### src/rtl/mips_wb_pkg.sv
// Shared types and defaults for the register-file write-back unit.
package mips_wb_pkg;

  localparam int DATA_W_DEF   = 32;
  localparam int ADDR_W_DEF   = 5;
  localparam int LQ_DEPTH_DEF = 4;

  localparam logic [4:0] REG_ZERO = 5'd0;

  // One outstanding-load slot: destination register, returned data, data-arrived flag
  typedef struct packed {
    logic [ADDR_W_DEF-1:0] addr;
    logic [DATA_W_DEF-1:0] data;
    logic                  dvalid;
  } lq_entry_t;

endpackage

### src/rtl/mips_wb_load_queue.sv
// In-order outstanding-load queue with head/tail/fill pointers and per-register pending decode.
// Pointers carry one extra wrap bit so a queue whose every entry still awaits data
// (fill == head, tail == head + depth) is distinguished from an empty fill window.
module mips_wb_load_queue
  import mips_wb_pkg::*;
#(
  parameter int LQ_DEPTH = LQ_DEPTH_DEF,
  parameter int DATA_W   = DATA_W_DEF,
  parameter int ADDR_W   = ADDR_W_DEF
) (
  input  logic              clk,
  input  logic              rst,
  input  logic              push,
  input  logic [ADDR_W-1:0] push_addr,
  input  logic              fill,
  input  logic [DATA_W-1:0] fill_data,
  input  logic              pop,
  output logic              ld_ready,
  output logic              head_valid,
  output logic [ADDR_W-1:0] head_addr,
  output logic [DATA_W-1:0] head_data,
  output logic              push_err,
  output logic              fill_err,
  output logic [31:0]       pending
);

  localparam int PTR_W = $clog2(LQ_DEPTH);
  localparam logic [PTR_W:0] PTR_ONE = (PTR_W+1)'(1);
  localparam logic [PTR_W:0] PTR_FULL = (PTR_W+1)'(LQ_DEPTH);

  logic [ADDR_W-1:0]   addr_q [LQ_DEPTH];
  logic [DATA_W-1:0]   data_q [LQ_DEPTH];
  logic [LQ_DEPTH-1:0] dvalid_q;

  logic [PTR_W:0] head_p, tail_p, fill_p, count;
  logic           push_ok, fill_ok, pop_ok;

  assign count      = tail_p - head_p;
  assign ld_ready   = (count != PTR_FULL);
  assign head_valid = (count != '0) && dvalid_q[head_p[PTR_W-1:0]];
  assign head_addr  = addr_q[head_p[PTR_W-1:0]];
  assign head_data  = data_q[head_p[PTR_W-1:0]];

  assign push_ok  = push && ld_ready;
  assign fill_ok  = fill && (fill_p != tail_p);
  assign pop_ok   = pop && head_valid;
  assign push_err = push && !ld_ready;
  assign fill_err = fill && (fill_p == tail_p);

  // Allocate at tail, deposit returning data at fill, retire at head; all three may happen together
  always_ff @(posedge clk) begin
    if (rst) begin
      head_p   <= '0;
      tail_p   <= '0;
      fill_p   <= '0;
      dvalid_q <= '0;
    end else begin
      if (push_ok) begin
        addr_q[tail_p[PTR_W-1:0]]   <= push_addr;
        dvalid_q[tail_p[PTR_W-1:0]] <= 1'b0;
        tail_p                      <= tail_p + PTR_ONE;
      end
      if (fill_ok) begin
        data_q[fill_p[PTR_W-1:0]]   <= fill_data;
        dvalid_q[fill_p[PTR_W-1:0]] <= 1'b1;
        fill_p                      <= fill_p + PTR_ONE;
      end
      if (pop_ok) begin
        head_p <= head_p + PTR_ONE;
      end
    end
  end

  // Mark the destination register of every occupied slot as having a write in flight
  always_comb begin
    logic [PTR_W-1:0] offset;
    pending = '0;
    offset  = '0;
    for (int i = 0; i < LQ_DEPTH; i++) begin
      offset = PTR_W'(i) - head_p[PTR_W-1:0];
      if ({1'b0, offset} < count) begin
        pending[addr_q[i]] = 1'b1;
      end
    end
  end

endmodule

### src/rtl/mips_wb_unit.sv
// Register-file write-back initiator: arbitrates ALU results (priority) against
// in-order load returns and drives one registered write per cycle.
module mips_wb_unit
  import mips_wb_pkg::*;
#(
  parameter int LQ_DEPTH = LQ_DEPTH_DEF,
  parameter int DATA_W   = DATA_W_DEF,
  parameter int ADDR_W   = ADDR_W_DEF
) (
  input  logic              clk,
  input  logic              rst,
  input  logic              alu_valid,
  input  logic [ADDR_W-1:0] alu_addr,
  input  logic [DATA_W-1:0] alu_data,
  input  logic              ld_issue,
  input  logic [ADDR_W-1:0] ld_addr,
  output logic              ld_ready,
  input  logic              mem_readdatavalid,
  input  logic [DATA_W-1:0] mem_readdata,
  output logic              reg_write,
  output logic [ADDR_W-1:0] reg_write_addr,
  output logic [DATA_W-1:0] reg_write_data,
  output logic [31:0]       pending,
  output logic              err
);

  logic              head_valid;
  logic [ADDR_W-1:0] head_addr;
  logic [DATA_W-1:0] head_data;
  logic              push_err, fill_err, waw_err;
  logic [31:0]       lq_pending;

  mips_wb_load_queue #(
    .LQ_DEPTH (LQ_DEPTH),
    .DATA_W   (DATA_W),
    .ADDR_W   (ADDR_W)
  ) u_lq (
    .clk        (clk),
    .rst        (rst),
    .push       (ld_issue),
    .push_addr  (ld_addr),
    .fill       (mem_readdatavalid),
    .fill_data  (mem_readdata),
    .pop        (!alu_valid),
    .ld_ready   (ld_ready),
    .head_valid (head_valid),
    .head_addr  (head_addr),
    .head_data  (head_data),
    .push_err   (push_err),
    .fill_err   (fill_err),
    .pending    (lq_pending)
  );

  // Queued loads plus the write currently presented to the register file; $0 never stalls
  always_comb begin
    pending = lq_pending;
    if (reg_write) begin
      pending[reg_write_addr] = 1'b1;
    end
    pending[0] = 1'b0;
  end

  assign waw_err = alu_valid && pending[alu_addr];

  // ALU wins the write port; otherwise a data-ready head load retires; writes to $0 are suppressed
  always_ff @(posedge clk) begin
    if (rst) begin
      reg_write      <= 1'b0;
      reg_write_addr <= '0;
      reg_write_data <= '0;
      err            <= 1'b0;
    end else begin
      if (alu_valid) begin
        reg_write      <= (alu_addr != ADDR_W'(REG_ZERO));
        reg_write_addr <= alu_addr;
        reg_write_data <= alu_data;
      end else if (head_valid) begin
        reg_write      <= (head_addr != ADDR_W'(REG_ZERO));
        reg_write_addr <= head_addr;
        reg_write_data <= head_data;
      end else begin
        reg_write <= 1'b0;
      end
      if (push_err || fill_err || waw_err) begin
        err <= 1'b1;
      end
    end
  end

endmodule

### config.mk
export PLATFORM = sky130hd
export DESIGN_NAME = mips_wb_unit
export DESIGN_NICKNAME = d
export VERILOG_FILES = /design/src/rtl/mips_wb_pkg.sv /design/src/rtl/mips_wb_load_queue.sv /design/src/rtl/mips_wb_unit.sv
export SDC_FILE = /design/constraint.sdc
export NUM_CORES = 1
export LEC_CHECK = 0
export ABC_AREA = 1
export BUFFER_PORTS_ARGS = -buffer_cell sky130_fd_sc_hd__buf_4
export CAP_MARGIN = 40
export CORE_ASPECT_RATIO = 0.9
export CORE_MARGIN = 2
export CORE_UTILIZATION = 50
export DETAILED_ROUTE_END_ITERATION = 10
export GPL_TIMING_DRIVEN = 0
export PLACE_DENSITY_LB_ADDON = 0.05
export SYNTH_ARGS = -nofsm -noshare
export SYNTH_HDL_FRONTEND = slang
export SYNTH_SLANG_ARGS = --single-unit
### constraint.sdc
create_clock -name clk -period 3.6 [get_ports clk]
set_clock_uncertainty 0.2 [all_clocks]
set_input_delay 0.36 -clock clk [delete_from_list [all_inputs] [get_ports clk]]
set_output_delay 0.36 -clock clk [all_outputs]
set_load 0.02 [all_outputs]
Word level (Yosys, flattened, before mapping)
Memories as Yosys holds them, arrays and structs flattened. A register that Yosys moved wholly into a read port is not among the register bits.
Cells that the tools add are included.
{"block": "totals", "mem_bits_rw": 148, "mem_bits_ro": 0, "register_bits": 52, "mem_count": 2, "wordCells": 112, "output_inout_bits": 72, "inputBits": 79, "latch_bits": 0}
{"name": "u_lq.data_q", "depth": 4, "width": 32, "rd": 1, "rd_clocked_by_memory_dff": 1, "write_ports": 1, "line_no": "mips_wb_load_queue.sv:32", "text": "logic [DATA_W-1:0] data_q [LQ_DEPTH];"}
{"name": "u_lq.addr_q", "depth": 4, "width": 5, "rd": 5, "rd_clocked_by_memory_dff": 1, "write_ports": 1, "line_no": "mips_wb_load_queue.sv:31", "text": "logic [ADDR_W-1:0] addr_q [LQ_DEPTH];"}
{"block": "classes", "n_shift": 0, "reduce_logical": 22, "n_mux": 42, "n_bitwise": 7, "eq_ne": 3, "n_lt_le_gt_ge": 20, "add_sub_neg": 8, "n_div": 0, "n_mul": 0}
{"op": "2-to-1 mux 32 bit", "n": 7}
{"op": "OR 32 bit", "n": 4}
{"op": "less-than comparator 5 x 6 -> 1 bit (second input constant)", "n": 6}
{"op": "demux 1 bit (select 5 bit)", "n": 5}
{"op": ">= comparator 5 x 1 -> 1 bit (second input constant)", "n": 5}
{"op": "2-to-1 mux 1 bit", "n": 17}
{"op": "logical AND 1 bit", "n": 14}
{"op": "less-than comparator 2 x 3 -> 1 bit", "n": 4}
{"op": "2-to-1 mux 4 bit", "n": 3}
{"op": "2-to-1 mux 5 bit", "n": 2}
{"op": "nonzero test 5 bit", "n": 2}
{"op": "adder 3 x 1 -> 3 bit (second input constant)", "n": 3}
{"op": "less-than comparator 2 x 3 -> 1 bit (second input constant)", "n": 3}
{"op": "2-to-1 mux 2 bit", "n": 4}
{"op": "binary-select mux 1 bit (select 5 bit)", "n": 1}
{"op": "bitwise AND 4 bit", "n": 1}
{"op": "demux 1 bit (select 2 bit)", "n": 2}
{"op": ">= comparator 2 x 1 -> 1 bit (second input constant)", "n": 2}
{"op": "NOT 4 bit", "n": 1}
{"op": "OR 4 bit", "n": 1}
{"op": "subtractor 1 x 2 -> 2 bit (first input constant)", "n": 2}
{"op": "subtractor 2 bit (first input constant)", "n": 2}
{"op": "equality test 3 bit", "n": 1}
{"op": "inequality test 3 bit", "n": 1}
{"op": "7 further kinds", "n": 9}

Longest topological paths before layout
Gate-level depths: netlist of the first run.
An unclocked memory read counts as a cell.
{"block": "depth", "depth_word": 18, "depth_mapped": 24, "depth_no_buf": 23}

By module
Synthesis of the first run repeated with hierarchy kept, for this count alone.
{"block": "hier_totals", "hier_cells": 1300, "hier_area_um2": 10597.7}
{"mod": "mips_wb_load_queue", "area_per_inst_um2": 8016.4, "cells_per_inst": 833, "n_inst": 1, "seq_area_each_um2": 4744.6}
{"mod": "mips_wb_unit", "area_per_inst_um2": 2581.2, "cells_per_inst": 467, "n_inst": 1, "seq_area_each_um2": 780.7}

Worst setup path before layout of the first run
Ideal clock, no wire load.
{"block": "synth_timing", "path_type": "register to register", "startpoint": "register u_lq.tail_p[0]", "endpoint": "register err", "path_buffers": 1, "setup_slack_ns": 0.366, "arrival_ns": 2.907, "stages_incl_launch_ff": 21, "required_time_ns": 3.273, "setup_ns": 0.127, "synth_period_minus_slack_ns": 3.234, "cell_sequence": "dfxtp_1 -> inv_1 -> ha_1 -> inv_1 -> fa_1 -> inv_1 -> ha_1 -> o21bai_1 -> nand3_4 -> buf_6 -> nand2_1 -> nand2_1 -> nand3b_1 -> nand2_1 -> nand3_1 -> nand3_1 -> nand3_1 -> nand2_1 -> nand2_1 -> nand2_1 -> a21oi_2"}
{"block": "synth_via", "elab_chain_cells": 15, "elab_cells_between_ends": 24, "classes_between": "add/sub: 1; order compare: 4; eq/ne: 2; mux: 7; bitwise: 4; reduce/logical: 6"}
{"item": "start, declared", "line_no": "mips_wb_load_queue.sv:35", "text": "logic [PTR_W:0] head_p, tail_p, fill_p, count;"}
{"item": "start signal, assigned", "line_no": "mips_wb_load_queue.sv:61", "text": "tail_p <= tail_p + PTR_ONE;"}
{"item": "subtractor 3 bit (*)", "line_no": "mips_wb_load_queue.sv:38", "text": "assign count = tail_p - head_p;"}
{"item": "less-than comparator 2 x 3 -> 1 bit", "line_no": "mips_wb_load_queue.sv:81", "text": "if ({1'b0, offset} < count) begin"}
{"item": "2-to-1 mux 32 bit", "line_no": "mips_wb_load_queue.sv:81"}
{"item": "OR 32 bit (no line)"}
{"item": "2-to-1 mux 32 bit", "line_no": "mips_wb_load_queue.sv:81"}
{"item": "OR 32 bit (no line)"}
{"item": "2-to-1 mux 32 bit", "line_no": "mips_wb_load_queue.sv:81"}
{"item": "OR 32 bit (no line)"}
{"item": "2-to-1 mux 32 bit (*)", "line_no": "mips_wb_load_queue.sv:81"}
{"item": "OR 32 bit (no line)"}
{"item": "2-to-1 mux 32 bit (*)", "line_no": "mips_wb_unit.sv:57", "text": "if (reg_write) begin"}
{"item": "named net pending[9]", "line_no": "mips_wb_unit.sv:23", "text": "output logic [31:0] pending,"}
{"item": "binary-select mux 1 bit (select 5 bit) (*)", "line_no": "mips_wb_unit.sv:63", "text": "assign waw_err = alu_valid && pending[alu_addr];"}
{"item": "2-to-1 mux 1 bit (implied by the code) (*)", "line_no": "mips_wb_unit.sv:63"}
{"item": "logical AND 1 bit (*)", "line_no": "mips_wb_unit.sv:63"}
{"item": "logical OR 1 bit (*)", "line_no": "mips_wb_unit.sv:84", "text": "if (push_err || fill_err || waw_err) begin"}
{"item": "end signal, assigned", "line_no": "mips_wb_unit.sv:71", "text": "err <= 1'b0;"}
{"item": "end signal, assigned", "line_no": "mips_wb_unit.sv:85", "text": "err <= 1'b1;"}
{"item": "end, declared", "line_no": "mips_wb_unit.sv:24", "text": "output logic err"}
The timed path passes the listed nets; every way through them passes the cells marked *. The select of a mux whose other input is x is not followed.
A chain may end at the register's enable or synchronous reset.

Worst setup path in the final report of the first run
{"block": "layout_timing", "startpoint": "register u_lq.tail_p[0]", "endpoint": "output port pending[5]"}
{"block": "layout_via", "elab_chain_cells": 11, "elab_cells_between_ends": 14, "classes_between": "add/sub: 1; order compare: 4; mux: 5; bitwise: 4"}
{"item": "subtractor 3 bit (*)", "line_no": "mips_wb_load_queue.sv:38"}
{"item": "less-than comparator 2 x 3 -> 1 bit", "line_no": "mips_wb_load_queue.sv:81"}
{"item": "2-to-1 mux 32 bit", "line_no": "mips_wb_load_queue.sv:81"}
{"item": "OR 32 bit (no line)"}
{"item": "2-to-1 mux 32 bit", "line_no": "mips_wb_load_queue.sv:81"}
{"item": "OR 32 bit (no line)"}
{"item": "2-to-1 mux 32 bit", "line_no": "mips_wb_load_queue.sv:81"}
{"item": "OR 32 bit (no line)"}
{"item": "2-to-1 mux 32 bit (*)", "line_no": "mips_wb_load_queue.sv:81"}
{"item": "OR 32 bit (no line)"}
{"item": "2-to-1 mux 32 bit (*)", "line_no": "mips_wb_unit.sv:57"}
{"item": "end, declared", "line_no": "mips_wb_unit.sv:23"}
Every way passes the cells marked *; elsewhere a longest branch is shown, timed or not.

==> impl_summary.log, run 1 <==
INFO  metric wirelength = 33600 µm
INFO  metric tmin_final = 3.56 ns
INFO  metric placement_rows = 50
INFO  metric setup_viol_count_final = 0
INFO  metric grt_setup_unrepaired = true
INFO  metric synthMostInstantiatedCell = sky130_fd_sc_hd__nand2_1
INFO  metric synthCells = 1268
INFO  metric cellLeakagePower = 5.97 nW
INFO  metric ant_nets = 0
INFO  metric number_of_enable_type_register_cells_in_the_synthesized_netlist = 148
INFO  metric dpl_worst_slack = -0.228 ns
INFO  metric detailed_route_via_count = 10001
INFO  metric initial_antenna_violation_count = 0
INFO  metric netlist.area_leader.share = 42.1%
INFO  metric setup.worst_path.class = register to output port
INFO  metric worst_ep_arrival_time = 3.00 ns
INFO  metric synth.cells.most_frequent = sky130_fd_sc_hd__nand2_1, sky130_fd_sc_hd__nor2_1, sky130_fd_sc_hd__edfxtp_1
INFO  metric placeableCoreArea = 20800 µm²
INFO  metric finalHoldViolations = 0
INFO  metric worst_slew_margin_rel = 44.1%
INFO  metric cts.htree.levels = 1
INFO  metric worst_ep_required_time = 3.04 ns
INFO  metric num_cts_buffers = 22
INFO  metric worst_path_cell_trace = inv_4, ha_4, inv_2, fa_1, inv_2, ha_4, inv_2, o21bai_4, nand3_4, clkbuf_16, a22oi_2, nand3b_4, buf_6
INFO  metric portBuffers = 147
INFO  metric slowest_delay = 0.49 ns
INFO  metric maximum_number_of_pins_on_one_net_before_global_route_repair = 19
INFO  metric crit_path_end_kind = output port
INFO  metric use_met3 = 3.60%
INFO  metric layout_worst_path_cycle_share = 99.0%
INFO  metric initial_core_util = 50.9%
INFO  metric worst_slew_pin_slew = 0.838 ns
INFO  metric vert_die_dim = 142 µm
INFO  metric setup.worst_path.start_class = register
INFO  metric drive_gt1_share = 22.7%
INFO  metric yosys-top-cells-area = sky130_fd_sc_hd__edfxtp_1, sky130_fd_sc_hd__nand2_1, sky130_fd_sc_hd__dfxtp_1
INFO  metric yosys_register_bits = 202
INFO  metric grt_util_all_layers = 29.7%
INFO  metric post-route-drc-count = 0
INFO  metric slew_viol_final = 0
INFO  metric min-delay-path-class = primary input to register
INFO  metric grt.overflow.total = 0
INFO  metric path_delay_family = adder cells
INFO  metric worst_path_most_repeated_cell = sky130_fd_sc_hd__inv_2
INFO  metric register_area = 5530 µm²
INFO  metric busiest_layer = met2
INFO  metric area_growth = 33.6%
INFO  metric fin_ws = 0.0356 ns
INFO  metric clock_transition_at_the_register_clock_pins_on_the_worst_setup_and_hold_paths_after_cts = 0.06 ns
INFO  metric synth.net_count = 1363
INFO  metric critical_path.n_buffers_inverters = 6
INFO  metric combined_area_of_the_multi_input_logic_cells = 4620 µm²
INFO  metric fp.dieArea = 22300 µm²
INFO  metric synth.largest_area_cell = sky130_fd_sc_hd__edfxtp_1
INFO  metric number_of_inserted_diodes = 0
INFO  metric via_per_inst = 5.45
INFO  metric cts_tree = yes
INFO  metric syn_avg_cell_area = 8.33 µm²
INFO  metric power.ir.vdd_worst = 401 µV
INFO  metric synth.cell_area = 10600 µm²
INFO  metric first_pass_iters = 5
INFO  metric fmax = 281 MHz
INFO  metric number_of_different_library_cells_in_the_post_synthesis_netlist = 45
INFO  metric insertion_delay = 0.52 ns
INFO  metric cts.sink_count = 202
INFO  metric buffers_from_clock_root_to_sink_at_most = 3
INFO  metric status = complete, no violations
INFO  metric layout.filler_cells = 1746
INFO  metric gp_routability_congestion = 0.989
INFO  metric share_of_synthesized_flip_flops_with_an_asynchronous_set_or_reset = 0%
INFO  metric grt_first_pass_wirelength = 50900 µm
INFO  metric slowest_stage = sky130_fd_sc_hd__fa_1
INFO  metric yosysWarningCount = 0
INFO  metric prevailing_post_synth_register_cell = sky130_fd_sc_hd__edfxtp_1
INFO  metric drt-initial-drc-count = 889
INFO  metric worstPathMaxFanout = 7
INFO  metric ctsRootBufferMaster = sky130_fd_sc_hd__clkbuf_16
INFO  metric cellPowerDensity = 513 nW/µm²
INFO  metric seq_area_frac_synth = 52.3%
INFO  metric place.detailed.hpwl = 24000 µm
INFO  metric use_met1 = 38.4%
INFO  metric timing.max_cap.violations = 0
INFO  metric chip_width = 157 µm
INFO  metric setup_tns = 0 ns
INFO  metric first_global_vias = 9446
INFO  metric num-nets-final = 1628
INFO  metric boundaryPins = 151
INFO  metric grt.met2_usage = 49.6%
INFO  metric regToRegSetupSlack = 0.17 ns
INFO  metric avg_wl_per_cell = 18.3 µm
-- layout by cell type (no fill, tap or decap), types with 3 or more instances in the layout --
cell type                         n
sky130_fd_sc_hd__or2_2            3
sky130_fd_sc_hd__dfxtp_1         51
sky130_fd_sc_hd__dlygate4sd3_1   71
sky130_fd_sc_hd__o211ai_1         3
sky130_fd_sc_hd__buf_6           26
sky130_fd_sc_hd__nand2_4          3
sky130_fd_sc_hd__nor2_1         163
sky130_fd_sc_hd__nand3_4          6
sky130_fd_sc_hd__o21ai_0        112
sky130_fd_sc_hd__inv_2           25
sky130_fd_sc_hd__a21oi_4          3
sky130_fd_sc_hd__nand3_2          6
sky130_fd_sc_hd__clkbuf_16       23
sky130_fd_sc_hd__nor3_1          16
sky130_fd_sc_hd__nand3_1        100
sky130_fd_sc_hd__nor2_4          11
sky130_fd_sc_hd__nor2_2          13
sky130_fd_sc_hd__a21oi_2          6
sky130_fd_sc_hd__o21ai_1          7
sky130_fd_sc_hd__xnor2_1          3
sky130_fd_sc_hd__nand2_1        256
sky130_fd_sc_hd__a21oi_1         22
sky130_fd_sc_hd__inv_1           93
sky130_fd_sc_hd__ha_1            13
sky130_fd_sc_hd__buf_16           4
sky130_fd_sc_hd__buf_2            4
sky130_fd_sc_hd__edfxtp_1       148
sky130_fd_sc_hd__buf_4          149
sky130_fd_sc_hd__clkinv_1         6
sky130_fd_sc_hd__nand3b_1         3
sky130_fd_sc_hd__o22ai_1         34
sky130_fd_sc_hd__clkbuf_1        49
sky130_fd_sc_hd__clkinv_2         4
sky130_fd_sc_hd__nand2_2         41
sky130_fd_sc_hd__a31oi_1         37
-- tightest hold or removal path, cell delays in order --
cell	delay [ns]
sky130_fd_sc_hd__buf_4	0.12
sky130_fd_sc_hd__nand2_1	0.08
sky130_fd_sc_hd__a31oi_1	0.09
-- routing by layer --
layer  part of all wire (%)  up-vias  routed length (µm)
met5                      0        -                   0
met3                    5.9       93                1990
met2                     47      407               15900
met1                     42     4679               14000
li1                       -     4822                   -
met4                    5.0        0                1690
-- power breakdown --
part	switching, mW	leakage (nW)	internal [mW]	total (mW)
sequential	0.0907	1.79	2.68	2.77
clock	0.897	0.331	1.21	2.10
combinational	1.43	3.85	0.944	2.37
total	2.42	5.97	4.83	7.25
-- final timing paths --
path	startpoint	to	cells after the start
hold reg to reg	u_lq.dvalid_q[3]	u_lq.dvalid_q[3]	1
setup / recovery	u_lq.tail_p[0]	pending[5]	13
setup reg to reg	u_lq.tail_p[0]	err	25
hold / removal	alu_addr[4]	reg_write_addr[4]	3
-- flip-flops by register name, summed over array words and instances (netlist names), named ones only --
signal / count
reg_write_addr: 5
u_lq.head_p: 3
u_lq.addr_q: 20
u_lq.data_q: 128
u_lq.tail_p: 3
err: 1
u_lq.dvalid_q: 4
reg_write_data: 32
reg_write: 1
u_lq.fill_p: 3
-- what timing repair did --
item | in CTS | in global routing
pin swaps | 9 | 46
hold endpoints to repair | 182 | 0
setup endpoints to repair | 32 | 32
gates cloned | 2 | 1
gates resized for setup | 35 | 84
buffers inserted | 8 | 8
hold buffers | 71 | 0
-- per-stage QoR --
stage | std cells | instance area, µm² | hold slack, ns | total power, mW | utilization [%]
2_1_floorplan | 1268 | 10600 | 0.259 | 4.10 | -
3_3_place_gp | 1701 | 12000 | 0.279 | 4.77 | 57.9
3_5_place_dp | 1705 | 12200 | 0.287 | 4.81 | 58.6
4_1_cts | 1826 | 13700 | 0.00583 | 7.05 | 66.1
5_1_grt | 1835 | 14100 | 0.0224 | 7.53 | 68.0
6_report | 1835 | 14100 | 0.00538 | 7.25 | 68.0
-- cell type report --
cell class,instances,area share (%)
inverters,120,3.21
plain buffers,60,2.30
repair buffers,241,15.2
clock buffers,28,4.06
multi-input cells,886,32.7
well taps,286,2.53
flip-flops and latches,202,39.2
clock inverters,12,0.762
-- logic make-up after synthesis --
group | after synthesis | share of synthesized area [%]
other cells | 1 | 0.0355
xor+xnor | 3 | 0.249
buf+inv | 180 | 7.29
fa+ha+maj | 16 | 1.97
simple gates | 630 | 25.6
compound gates | 236 | 12.6
flops | 202 | 52.3
(Power assumes the default switching activity.)
==> inputs of run 2 (changes only) <==
CORE_UTILIZATION = 58   (was 50)
MAX_ROUTING_LAYER = met4   (was unset)
==> impl_summary.log, run 2 (same netlist as run 1, synthesis figures left out) <==
INFO  metric power.ir.vdd_worst = 473 µV
INFO  metric tmin_final = 3.63 ns
INFO  metric boundaryPins = 151
INFO  metric first_pass_iters = 7
INFO  metric layout_commonest_cell = sky130_fd_sc_hd__nand2_1
INFO  metric cts.sink_count = 202
INFO  metric totalPowerFinal = 7.51 mW
INFO  metric ant_nets = 0
INFO  metric register_area = 5530 µm²
INFO  metric cts.htree.levels = 1
INFO  metric setup_viol_count_final = 2
INFO  metric post-route-drc-count = 0
INFO  metric path_delay_family = adder cells
INFO  metric worst_path_cell_trace = inv_4, ha_4, inv_2, fa_1, inv_2, ha_4, inv_4, o21bai_4, nand3_4, buf_6, a21boi_4, nand4_1, buf_4
INFO  metric insertion_delay = 0.53 ns
INFO  metric holdPathStages = 3
INFO  metric avg_wl_per_cell = 20.6 µm
INFO  metric power.share.clock = 30.7%
INFO  metric initial_antenna_violation_count = 0
INFO  metric power.net_switching = 2.57 mW
INFO  metric fp.dieArea = 19300 µm²
INFO  metric worstPathMaxFanout = 7
INFO  metric worst_slew_margin_rel = 39.4%
INFO  metric clock_transition_at_the_register_clock_pins_on_the_worst_setup_and_hold_paths_after_cts = 0.06 ns
INFO  metric power_frac_seq = 37.0%
INFO  metric worst_ep_arrival_time = 3.07 ns
INFO  metric cts_tree = yes
INFO  metric cellPowerDensity = 530 nW/µm²
INFO  metric chip_width = 146 µm
INFO  metric timing.max_cap.violations = 0
INFO  metric final_core_utilization = 79.9%
INFO  metric gp_routability_congestion = 1.04
INFO  metric reg2reg_depth = 21
INFO  metric fmax = 276 MHz
INFO  metric status = finished with violations
INFO  metric portBuffers = 147
INFO  metric buffers_from_clock_root_to_sink_at_most = 3
INFO  metric cellLeakagePower = 6.03 nW
INFO  metric vert_die_dim = 132 µm
INFO  metric cp_num_cells = 13
INFO  metric dpl_worst_slack = -0.144 ns
INFO  metric failed_checks = negative setup slack
INFO  metric grt_first_pass_wirelength = 56400 µm
INFO  metric num-nets-final = 1627
INFO  metric number_of_inserted_diodes = 0
INFO  metric fin_ws = -0.0265 ns
INFO  metric initial_core_util = 59.6%
INFO  metric worst_slew_pin_slew = 0.908 ns
INFO  metric layout.filler_cells = 1141
INFO  metric drt-initial-drc-count = 1338
INFO  metric setup.worst_path.class = register to output port
INFO  metric grt.overflow.total = 0
INFO  metric sw_frac_of_total = 34.3%
INFO  metric ctsRootBufferMaster = sky130_fd_sc_hd__clkbuf_16
INFO  metric flip_flop_count_of_the_largest_register_all_copies_and_words_added = 128
INFO  metric critical_path.n_buffers_inverters = 6
INFO  metric via_per_inst = 5.91
INFO  metric slew_viol_final = 0
INFO  metric grt_setup_unrepaired = true
INFO  metric setup.worst_path.start_class = register
INFO  metric finalHoldViolations = 0
INFO  metric placement_rows = 46
INFO  metric min-delay-path-class = primary input to register
INFO  metric crit_path_end_kind = output port
INFO  metric grt_util_all_layers = 38.6%
INFO  metric drive_gt1_share = 22.7%
INFO  metric most-common-layout-cells = sky130_fd_sc_hd__nand2_1, sky130_fd_sc_hd__nor2_1, sky130_fd_sc_hd__edfxtp_1
INFO  metric power.internal = 4.94 mW
INFO  metric slowest_delay = 0.49 ns
INFO  metric worst_ep_required_time = 3.04 ns
INFO  metric comb_power_share = 32.3%
INFO  metric slowest_stage = sky130_fd_sc_hd__fa_1
INFO  metric maximum_number_of_pins_on_one_net_before_global_route_repair = 27
INFO  metric combined_area_of_the_multi_input_logic_cells = 4670 µm²
INFO  metric area_growth = 34.1%
INFO  metric placeableCoreArea = 17700 µm²
INFO  metric detailed_route_via_count = 10574
INFO  metric wirelength = 36900 µm
INFO  metric first_global_vias = 10337
INFO  metric num_cts_buffers = 22
INFO  metric layout_worst_path_cycle_share = 101%
INFO  metric place.detailed.hpwl = 23200 µm
==> run 2: cell types whose count changed in the layout (fill, tap and decap cells not counted), moves of 4 or more <==
| cell | delta |
|---|---|
| sky130_fd_sc_hd__nand2_2 | -4 |
| sky130_fd_sc_hd__nor2_4 | +5 |
| sky130_fd_sc_hd__buf_4 | -6 |
| sky130_fd_sc_hd__nand2_4 | +6 |
| sky130_fd_sc_hd__nor2_2 | -6 |
==> run 2: metrics by stage <==
step | TNS (ns) | hold WS [ns] | cell area [µm²] | std cells
floorplan | 0 | 0.259 | 10600 | 1268
global placement | -62.19 | 0.283 | 12000 | 1655
detailed placement | -0.144 | 0.286 | 12100 | 1659
CTS | -0.00546 | 0.0482 | 13800 | 1781
global route | -0.673 | 0.0573 | 14200 | 1788
finish | -0.0292 | 0.0398 | 14200 | 1788
==> run 2: power by group through the flow <==
stage | Sequential [mW] | Combinational [mW] | Clock (mW)
4_1_cts | 2.77 | 2.18 | 2.27
3_3_place_gp | 2.81 | 1.94 | 0
2_1_floorplan | 2.88 | 1.22 | 0
5_1_grt | 2.79 | 2.57 | 2.38
3_5_place_dp | 2.81 | 1.99 | 0
6_report | 2.78 | 2.43 | 2.31
==> run 2: worst min-delay path: cells and delay by family <==
kind / cells / cell delay, ns
AND/OR/NAND/NOR: 1 / 0.12
AO/OA/AOI/OAI: 1 / 0.15
buffers and inverters: 1 / 0.08
==> run 2: routing by layer <==
metal,vias up,GRT usage [%],share of wire (%)
met5,-,-,0
met4,0,18.3,5.3
met3,138,6.06,9.2
met2,681,62.3,47
met1,4948,48.0,38
li1,4807,-,-
==> run 2: area by class of cell <==
type	instances	area share, %
clock buffers	29	4.21
inverters	120	3.21
repair buffers	240	15.1
plain buffers	60	2.29
well taps	240	2.12
clock inverters	11	0.998
flip-flops and latches	202	39.1
multi-input cells	886	33.0
==> run 2: worst paths after layout <==
check                           slack (ns)          endpoint         startpoint
worst max-delay path                 -0.03       pending[19]     u_lq.tail_p[0]
worst min-delay path                  0.04    u_lq.fill_p[0]  mem_readdatavalid
worst max register to register        0.12               err     u_lq.tail_p[0]
worst min register to register        0.30  u_lq.dvalid_q[3]   u_lq.dvalid_q[3]
==> run 2: timing repair <==
item                       4_1_cts  5_1_grt
hold buffers                    72        0
setup endpoints to repair       32       32
buffers inserted                 8        6
hold endpoints to repair       183        0
gates cloned                     2        1
resized for setup               39       92
pin swaps                       12       45
